==> config.mk <==
export PLATFORM = sky130hd
export DESIGN_NAME = event_delay_scheduler
export DESIGN_NICKNAME = d
export VERILOG_FILES = /design/src/rtl/event_delay_scheduler_pkg.sv /design/src/rtl/event_delay_scheduler_edge_detect.sv /design/src/rtl/event_delay_scheduler.sv
export SDC_FILE = /design/constraint.sdc
export NUM_CORES = 1
export LEC_CHECK = 0
export CAP_MARGIN = 20
export CORE_MARGIN = 2
export CORE_UTILIZATION = 45
export DETAILED_ROUTE_END_ITERATION = 8
export PLACE_DENSITY_LB_ADDON = 0.2
export SKIP_LAST_GASP = 1
export SYNTH_ARGS = -nofsm -noshare
export SYNTH_HDL_FRONTEND = slang
export SYNTH_SLANG_ARGS = --single-unit
==> constraint.sdc <==
create_clock -name clk -period 4.4 [get_ports clk]
set_input_delay 0.88 -clock clk [delete_from_list [all_inputs] [get_ports clk]]
set_output_delay 0.88 -clock clk [all_outputs]
set_load 0.01 [all_outputs]
==> src/rtl/event_delay_scheduler_pkg.sv <==
// ============================================================================
// Package  : event_sched_pkg
// Brief    : Shared types and default sizing for the event delay scheduler.
// Revision : 1.0
// ============================================================================
`default_nettype none

package event_sched_pkg;

    typedef enum logic [1:0] {
        NONE = 2'd0,
        POS  = 2'd1,
        NEG  = 2'd2,
        ANY  = 2'd3
    } edge_sel_e;

    localparam int DEFAULT_DEPTH = 4;
    localparam int DEFAULT_CW    = 8;

endpackage

`default_nettype wire

==> src/rtl/event_delay_scheduler_edge_detect.sv <==
// ============================================================================
// Module   : event_edge_detect
// Brief    : Samples the monitored signal and qualifies edges against edge_sel/iff_en.
// Revision : 1.0
// ============================================================================
`default_nettype none

module event_edge_detect
    import event_sched_pkg::*;
(
    input  logic       clk,
    input  logic       rst,
    input  logic       sig_in,
    input  logic [1:0] edge_sel,
    input  logic       iff_en,
    output logic       accept
);

    logic sig_d_q;
    logic sig_d_d;
    logic pos;
    logic neg;
    logic match;

    always_comb begin
        sig_d_d = sig_in;
        pos     = sig_in & ~sig_d_q;
        neg     = ~sig_in & sig_d_q;
        match   = 1'b0;
        case (edge_sel_e'(edge_sel))
            POS:     match = pos;
            NEG:     match = neg;
            ANY:     match = pos | neg;
            default: match = 1'b0;
        endcase
        accept = iff_en & match;
    end

    // Cleared on reset so a high input right after release reads as a rising edge.
    always_ff @(posedge clk or negedge rst) begin
        if (!rst) begin
            sig_d_q <= 1'b0;
        end else begin
            sig_d_q <= sig_d_d;
        end
    end

endmodule

`default_nettype wire

==> src/rtl/event_delay_scheduler.sv <==
// ============================================================================
// Module   : event_delay_scheduler
// Brief    : Delays qualified edge events by a per-event cycle count using a slot array.
// Revision : 1.0
// ============================================================================
`default_nettype none

module event_delay_scheduler
    import event_sched_pkg::*;
#(
    parameter  int DEPTH = DEFAULT_DEPTH,
    parameter  int CW    = DEFAULT_CW,
    localparam int FCW   = $clog2(DEPTH + 2),
    localparam int PW    = $clog2(DEPTH + 1)
) (
    input  logic           clk,
    input  logic           rst,
    input  logic           sig_in,
    input  logic [1:0]     edge_sel,
    input  logic           iff_en,
    input  logic [CW-1:0]  delay_val,
    input  logic           clr_drop,
    output logic           fire,
    output logic [FCW-1:0] fire_cnt,
    output logic [PW-1:0]  pending,
    output logic           drop
);

    logic             accept;
    logic [DEPTH-1:0] slot_vld_q;
    logic [DEPTH-1:0] slot_vld_d;
    logic [CW-1:0]    slot_cnt_q [DEPTH];
    logic [CW-1:0]    slot_cnt_d [DEPTH];
    logic             fire_q;
    logic             fire_d;
    logic [FCW-1:0]   fire_cnt_q;
    logic [FCW-1:0]   fire_cnt_d;
    logic [PW-1:0]    pending_q;
    logic [PW-1:0]    pending_d;
    logic             drop_q;
    logic             drop_d;
    logic             alloc_done;
    logic             discard;

    event_edge_detect u_edge_detect (
        .clk      (clk),
        .rst      (rst),
        .sig_in   (sig_in),
        .edge_sel (edge_sel),
        .iff_en   (iff_en),
        .accept   (accept)
    );

    always_comb begin
        slot_vld_d = slot_vld_q;
        slot_cnt_d = slot_cnt_q;
        fire_cnt_d = '0;
        pending_d  = '0;
        alloc_done = 1'b0;
        discard    = 1'b0;

        if (accept && (delay_val == '0)) begin
            fire_cnt_d = FCW'(1);
        end

        for (int i = 0; i < DEPTH; i++) begin
            if (slot_vld_q[i]) begin
                if (slot_cnt_q[i] == CW'(1)) begin
                    slot_vld_d[i] = 1'b0;
                    slot_cnt_d[i] = '0;
                    fire_cnt_d    = fire_cnt_d + FCW'(1);
                end else begin
                    slot_cnt_d[i] = slot_cnt_q[i] - CW'(1);
                end
            end
        end

        // Free slots are judged on pre-edge occupancy, so an expiring slot is not reused this edge.
        if (accept && (delay_val != '0)) begin
            for (int i = 0; i < DEPTH; i++) begin
                if (!slot_vld_q[i] && !alloc_done) begin
                    slot_vld_d[i] = 1'b1;
                    slot_cnt_d[i] = delay_val;
                    alloc_done    = 1'b1;
                end
            end
            discard = !alloc_done;
        end

        for (int i = 0; i < DEPTH; i++) begin
            pending_d = pending_d + PW'(slot_vld_d[i]);
        end

        fire_d = (fire_cnt_d != '0);

        if (discard) begin
            drop_d = 1'b1;
        end else if (clr_drop) begin
            drop_d = 1'b0;
        end else begin
            drop_d = drop_q;
        end
    end

    always_ff @(posedge clk or negedge rst) begin
        if (!rst) begin
            slot_vld_q <= '0;
            for (int i = 0; i < DEPTH; i++) begin
                slot_cnt_q[i] <= '0;
            end
            fire_q     <= 1'b0;
            fire_cnt_q <= '0;
            pending_q  <= '0;
            drop_q     <= 1'b0;
        end else begin
            slot_vld_q <= slot_vld_d;
            for (int i = 0; i < DEPTH; i++) begin
                slot_cnt_q[i] <= slot_cnt_d[i];
            end
            fire_q     <= fire_d;
            fire_cnt_q <= fire_cnt_d;
            pending_q  <= pending_d;
            drop_q     <= drop_d;
        end
    end

    assign fire     = fire_q;
    assign fire_cnt = fire_cnt_q;
    assign pending  = pending_q;
    assign drop     = drop_q;

endmodule

`default_nettype wire

==> metrics.md, run 1 <==
| Metric | Value |
|---|---|
| Status | `completed` |
| Critical path peak fanout | `2` |
| Number of global-route vias before repair | `2195` |
| Clk buf depth | `2` |
| Drt pass-1 iters | `4` |
| Post-synth net total | `approximately 320` |
| Synth area leader | `dfrtp_1` |
| Max-slew violations | `0` |
| Layout cell share with drive strength beyond 1 | `0.200` |
| CP bufs+invs | `2` |
| Crit start category | `input pin` |
| Initial core utilization | `0.466` |
| P_int | `roughly 1.1 mW` |
| Synth Instances | `about 290` |
| Flop pwr share | `0.434` |
| Commonest non-fill, non-tap cell in the layout | `dfrtp_1` |
| Final Hold Viols | `0` |
| Fmax | `roughly 230 MHz` |
| Sequential area share after synthesis | `0.408` |
| Synth warnings | `0` |
| Wire per inst | `between 15 and 20 um` |
| Critical Path Sink Type | `flop` |
| Worst Tran Pin Value | `around 0.65 ns` |
| Die ar. | `just under 7000 um^2` |
| Grt total ovfl | `0` |
| Hold crit path type | `flop to flop` |
| Fin util | `0.583` |
| Number of max-cap violations | `0` |
| Psw | `~0.69 mW` |
| Final setup vio count | `0` |
| Critical path required time | `roughly 4.6 ns` |
| Post-synth top area share | `0.408` |
| Logic pwr share | `0.408` |
| HPWL after DPL | `~4.6 mm` |
| Post-Syn Area per Cell | `just under 10 um^2` |
| Max rail drop VDD | `approximately 0.25 mV` |
| Worst Setup Path Type | `input pin to flop` |
| Die span in x | `82.3 um` |
| Ys async rst share | `1.00` |
| # hold bufs at CTS | `0` |
| IO buf count | `22` |
| Most frequent cells in the layout | `45 x dfrtp_1, 32 x nand2_1, 32 x buf_4, 21 x nor2_1, 21 x inv_1` |
| H-tree depth | `2` |
| Area delta synth->final | `25.1%` |
| Lkg Pwr | `between 1.5 and 2 nW` |
| Residual DRC | `0` |
| FF+latch area | `1130 um^2` |
| Critical Path Start | `delay_val[4]` |
| R2R Path Start | `slot_cnt_q[28]$_DFF_PN0_` |
| Yosys reg bits | `45` |
| Synth area leaders | `dfrtp_1 41%, ha_1 7.3%, xor2_1 4.4%` |
| Critical-path cell list | `dlygate4sd2_1, or4_4, nor3_2, ha_1, a22oi_2, inv_1, ha_1, and4_1, or2_4, ha_4, or3_1, o31a_2, ha_4, mux2_4, or3b_1` |
| Initial antenna violation count | `0` |
| Relative slew slack | `0.560` |
| Synthesized cell area | `approximately 2800 um^2` |
| Layout Nets | `around 370` |
| RePlAce Congestion | `0.815` |
| DP Area | `roughly 3300 um^2` |
| Multi-input combinational cell area | `roughly 1600 um^2` |
| Crit path DAT | `4.53 ns` |
| Fillers | `between 500 and 600` |
| Ant diodes | `0` |
| Unrepaired setup endpoints after global routing | `yes` |
| Clock Power Share | `0.158` |
| # IOs | `23` |
| Sw frac | `0.378` |
| Pwr/cell area | `roughly 520 nW/um^2` |
| Clock sink total | `45` |
| Height of the die | `slightly above 80 um` |
| Fin crit share | `0.985` |
| Clk pin slew, worst setup/hold paths | `0.09 ns` |
| Core area | `between 5000 and 6000 um^2` |
| Worst-Skew Late Latency | `0.30 ns` |
| Ys flop type | `dfrtp_1` |
| Finished layout cell area | `approximately 3500 um^2` |
| Slowest Stage Delay on Critical Path | `0.56 ns` |
| TritonCTS clock tree | `done` |
| Crit path max-delay family | `simple AND/OR/NAND/NOR gates` |
| Post-route ant nets | `0` |
| Number of library cell types mapped by synthesis | `50` |
| CTS Buf Count | `5` |
| DRT Wirelength | `approximately 6.3 mm` |
| Tmin final | `between 4 and 5 ns` |
| Largest net degree at the start of global routing | `46` |
| Skew final | `slightly above 0.01 ns` |
| Slowest CP cell | `or4_4` |
| First-pass GRT wire length | `about 11 mm` |
| Vias | `2271` |
| Cell Rows | `28` |
| All-layer global routing usage | `0.209` |
| Iter 0 DRT Violations | `95` |
| EDFF count, synth | `0` |
| Root Driver | `clkbuf_8` |
| Vias/cell | `5.47` |
| HP Start | `drop$_DFFE_PN0P_` |
## final timing paths
| kind | endpoint | slack, ns | cells after the start |
|---|---|---|---|
| worst max register to register | fire$_DFF_PN0_ | 0.33 | 16 |
| worst max-delay path | fire$_DFF_PN0_ | 0.06 | 15 |
| min in group asynchronous | fire$_DFF_PN0_ | 0.57 | 1 |
| worst min-delay path | drop$_DFFE_PN0P_ | 0.54 | 2 |
| worst min register to register | drop$_DFFE_PN0P_ | 0.54 | 2 |
| max in group asynchronous | slot_vld_q[1]$_DFF_PN0_ | 3.31 | 2 |
## Yosys cell counts, types with 2 or more instances
cell	count
a21oi_1	12
a221oi_1	7
and3_1	3
and3b_1	2
clkbuf_1	7
dfrtp_1	45
ha_1	16
inv_1	22
mux2_2	8
mux2i_1	4
nand2_1	32
nand2b_1	3
nand3b_1	7
nor2_1	21
nor2b_1	3
nor3_1	8
nor4_1	3
nor4b_1	2
o21ai_0	12
o22ai_1	2
o31ai_1	11
or3_1	2
or4_1	3
xnor2_1	12
xor2_1	14
## power groups by stage
stage                     registers (mW)  logic (mW)  clock network [mW]
after floorplan                    0.742       0.569                   0
final                              0.786       0.740               0.286
after global routing               0.817       0.845               0.310
after CTS                          0.784       0.742               0.296
after detailed placement           0.791       0.741                   0
after global placement             0.785       0.720                   0
## area by class of cell
cell class | instances | share of cell area
clock inverters | 1 | 0.00145
repair buffers | 54 | 0.134
inverters | 22 | 0.0261
well taps | 75 | 0.0272
clock buffers | 7 | 0.0279
multi-input cells | 211 | 0.457
flip-flops and latches | 45 | 0.326
## repair_timing
action / 4_1_cts / 5_1_grt
gates cloned: 0 / 0
endpoints found under the setup margin: 3 / 1
buffers inserted: 1 / 3
resized for setup: 16 / 2
pin swaps: 6 / 8
## registers in the layout (all words and copies together), names as in the netlist
name	count
slot_vld_q	4
slot_cnt_q	32
fire	1
pending	3
fire_cnt	3
u_edge_detect.sig_d_q	1
drop	1
## cells by family (layout without fill, tap and decap cells)
kind of cell,count (synthesis),count (layout),synth area share
AOI/OAI and AO/OA,51,51,0.124
buffers and inverters,30,84,0.0435
muxes,13,13,0.0526
adders and majority gates,17,17,0.0798
and+or+nand+nor,103,103,0.202
DFF,45,45,0.408
xor gates and xnor gates,27,27,0.0907
## metrics by stage
| stage | setup slack, ns | total power, mW | cells | setup TNS [ns] | hold slack [ns] |
|---|---|---|---|---|---|
| after CTS | 0.00621 | 1.82 | 411 | 0 | 0.547 |
| after global routing | -0.0928 | 1.97 | 415 | -0.0928 | 0.579 |
| final | 0.0649 | 1.81 | 415 | 0 | 0.538 |
| after global placement | -0.699 | 1.50 | 402 | -1.36 | 0.522 |
| after detailed placement | -0.736 | 1.53 | 402 | -1.48 | 0.528 |
| after floorplan | -0.0540 | 1.31 | 286 | -0.0540 | 0.524 |
## metal layers
metal / global-route usage / wire length [um] / up-vias
met5: 0 / 0 / -
met4: 0.0450 / 44 / 0
met3: 0.0391 / 190 / 4
met2: 0.348 / 3090 / 33
met1: 0.284 / 2990 / 1120
li1: - / - / 1114
## tightest hold or removal path, stage by stage (launching register included)
cell	delay [ns]
dfrtp_1	0.39
inv_1	0.05
o22ai_1	0.06
Note: power is estimated with default switching activity, not from simulation.
==> run 2, diff against run 1 <==
Settings changed: HOLD_SLACK_MARGIN from default to 0.08, SYNTH_HIERARCHICAL from default to 1.
==> metrics.md, run 2 <==
| Metric | Value |
|---|---|
| Status | `completed` |
| Vias/cell | `about 5.3` |
| Die ar. | `roughly 6600 um^2` |
| Area delta synth->final | `20.0%` |
| Relative slew slack | `0.562` |
| Skew final | `around 0.012 ns` |
| Routed met1 length | `between 2 and 3 mm` |
| Layout Nets | `approximately 350` |
| Residual DRC | `0` |
| Largest Register | `slot_cnt_q` |
| # hold bufs at CTS | `0` |
| Core area | `5850 um^2` |
| Worst r2r path cells | `17` |
| Critical path required time | `approximately 4.6 ns` |
| HPWL after DPL | `4.22 mm` |
| Setup_tns | `0 ns` |
| Uppermost routed layer | `met4` |
| Height of the die | `81.2 um` |
| Ys flop type | `dfrtp_1` |
| Critical-path cell list | `clkdlybuf4s50_1, or4_1, nor3_2, ha_1, mux2_4, ha_1, mux2_4, ha_1, mux2_4, ha_1, nand2_1, xor2_1, xnor2_1, o21bai_1` |
| Crit-path most repeated cell | `ha_1` |
| # IOs | `23` |
| Inst Count DP | `386` |
| Vias | `2108` |
| Max FFs per register | `32` |
| Hold crit path type | `input pin to asynchronous set/reset pin` |
| Number of global-route vias before repair | `about 2000` |
| Top-count cell post-synth | `dfrtp_1` |
| Unrepaired setup endpoints after global routing | `no` |
| CTS Buf Count | `5` |
| TritonCTS clock tree | `done` |
| Most frequent cells in the layout | `45 x dfrtp_1, 43 x nand2_1, 20 x clkdlybuf4s50_1, 20 x buf_4` |
| Final std cells w/o fill | `just under 400` |
| DRT Wirelength | `between 5 and 6 mm` |
| Met2 WL | `2.79 mm` |
| Commonest non-fill, non-tap cell in the layout | `dfrtp_1` |
| Initial antenna violation count | `0` |
| Crit path DAT | `between 4 and 5 ns` |
| Root Driver | `clkbuf_8` |
| Final setup vio count | `0` |
| Synth warnings | `6` |
| Crit start category | `input pin` |
| Iter 0 DRT Violations | `roughly 120` |
| Number of max-cap violations | `0` |
| Met3 WL post-DR | `148 um` |
| Yosys reg bits | `45` |
| R2R Path Start | `u_edge_detect/sig_d_q$_DFF_PN0_` |
| Sequential area share after synthesis | `0.420` |
| First-pass GRT wire length | `between 9 and 10 mm` |
| Critical R2R Capture | `fire$_DFF_PN0_` |
| Clock sink total | `45` |
| Worst-Skew Late Latency | `~0.3 ns` |
| Tmin final | `~4.3 ns` |
| Max rail drop VDD | `approximately 0.22 mV` |
| Initial core utilization | `0.458` |
| Pwr/cell area | `around 470 nW/um^2` |
| EDFF count, synth | `0` |
| Critical path peak fanout | `2` |
| Fin util | `0.550` |
| Synth area leaders | `dfrtp_1 42%, ha_1 7.5%, nand2_1 6.0%` |
| H-tree depth | `2` |
| Worst hold slack | `0.523 ns` |
| Ys async rst share | `1.00` |
| Lkg Pwr | `around 1.4 nW` |
| Post-Syn Area per Cell | `just under 10 um^2` |
| Grt total ovfl | `0` |
| Worst Tran Pin Value | `around 0.66 ns` |
| Worst Setup Path Type | `input pin to flop` |
| Critical Path Sink Type | `flop` |
| IO buf count | `22` |
| Wire per inst | `~15 um` |
| Die span in x | `81.2 um` |
| Post-synth top area share | `0.420` |
| Post-synth net total | `between 300 and 400` |
| Number of library cell types mapped by synthesis | `44` |
| Largest net degree at the start of global routing | `46` |
| Final Hold Viols | `0` |
| Max-slew violations | `0` |
| All-layer global routing usage | `0.203` |
| Fin crit share | `0.967` |
| Post-route ant nets | `0` |
| Slowest Stage Delay on Critical Path | `0.60 ns` |
| Fmax | `between 200 and 250 MHz` |
| R2R setup slack | `0.53 ns` |
| Ant diodes | `0` |
| Layout cell share with drive strength beyond 1 | `0.131` |
| Synth Instances | `279` |
| Synth area leader | `dfrtp_1` |
| RePlAce Congestion | `between 0.7 and 0.8` |
| Cell Rows | `28` |
| Synthesized cell area | `between 2000 and 3000 um^2` |
| Slowest CP cell | `or4_1` |
| Biggest regs | `slot_cnt_q: 32 flops, slot_vld_q: 4 flops` |
| Synth top cells by count | `45 x dfrtp_1, 43 x nand2_1, 16 x ha_1, 16 x o21ai_0, 15 x o31ai_1` |
| Drt pass-1 iters | `4` |
| Clk pin slew, worst setup/hold paths | `about 0.090 ns` |
| Clk buf depth | `2` |
==> run 2: cell types whose count changed in the layout (fill, tap and decap cells not counted), sizes merged, moves of 5 or more <==
cell / delta
dlygate4sd2: -8
nand3: +5
a221oi: -7
a21oi: -6
clkdlybuf4s50: +10
o21ai: +5
nand3b: -5
nand2: +11
nor2: -8
inv: -8
mux2i: +5
buf: -12
==> run 2: repair_timing <==
action,CTS,global route
resized for setup,5,3
setup endpoints to repair,3,1
endpoints found under the hold margin,0,0
pin swaps,5,5
setup buffers,0,1
==> run 2: layout make-up <==
type / instances / area, um^2
Timing Repair Buffer: 43 / 380
Clock buffer: 8 / 80.1
Fill cell: 530 / 2630
Multi-Input combinational cell: 211 / 1490
Inverter: 14 / 52.6
Sequential cell: 45 / 1130
Tap cell: 75 / 93.8
==> run 2: kinds of logic after synthesis <==
logic type                 share of synthesized area
AOI/OAI and AO/OA                              0.123
xor gates and xnor gates                      0.0877
adders and majority gates                     0.0821
buffers and inverters                         0.0336
DFF                                            0.420
muxes                                         0.0588
and+or+nand+nor                                0.195
==> run 2: worst max-delay path by stage <==
stage                      start        endpoint  depth (start not counted)
floorplan                 sig_in  fire$_DFF_PN0_                         17
global placement          sig_in  fire$_DFF_PN0_                         19
detailed placement        sig_in  fire$_DFF_PN0_                         19
CTS                 delay_val[4]  fire$_DFF_PN0_                         14
global route        delay_val[4]  fire$_DFF_PN0_                         14
finish              delay_val[4]  fire$_DFF_PN0_                         14
==> run 2: power breakdown <==
group	internal [mW]	total, mW	switching [mW]
clock	0.113	0.253	0.140
sequential	0.552	0.709	0.158
combinational	0.295	0.564	0.269
total	0.960	1.53	0.566
==> run 2: metal layers <==
layer | track usage | vias up
li1 | - | 1058
met3 | 0.0300 | 6
met4 | 0.0525 | 0
met5 | 0 | -
met1 | 0.301 | 1014
met2 | 0.310 | 30
==> run 2: critical path, delay by kind of cell <==
family / cells / cell delay [ns]
adder cells (fa/ha/maj): 4 / 1.02
AND/OR/NAND/NOR: 3 / 0.83
multiplexers: 3 / 0.80
buffers and inverters: 1 / 0.47
XOR/XNOR: 2 / 0.27
AO/OA/AOI/OAI: 1 / 0.15
==> run 2: metrics by stage <==
| stage | total power [mW] | setup slack [ns] | instance area, um^2 |
|---|---|---|---|
| floorplan | 1.11 | 0.00295 | 2680 |
| global placement | 1.26 | -0.532 | 3100 |
| detailed placement | 1.28 | -0.574 | 3100 |
| CTS | 1.54 | 0.0970 | 3190 |
| global route | 1.67 | 0.0149 | 3220 |
| finish | 1.53 | 0.144 | 3220 |
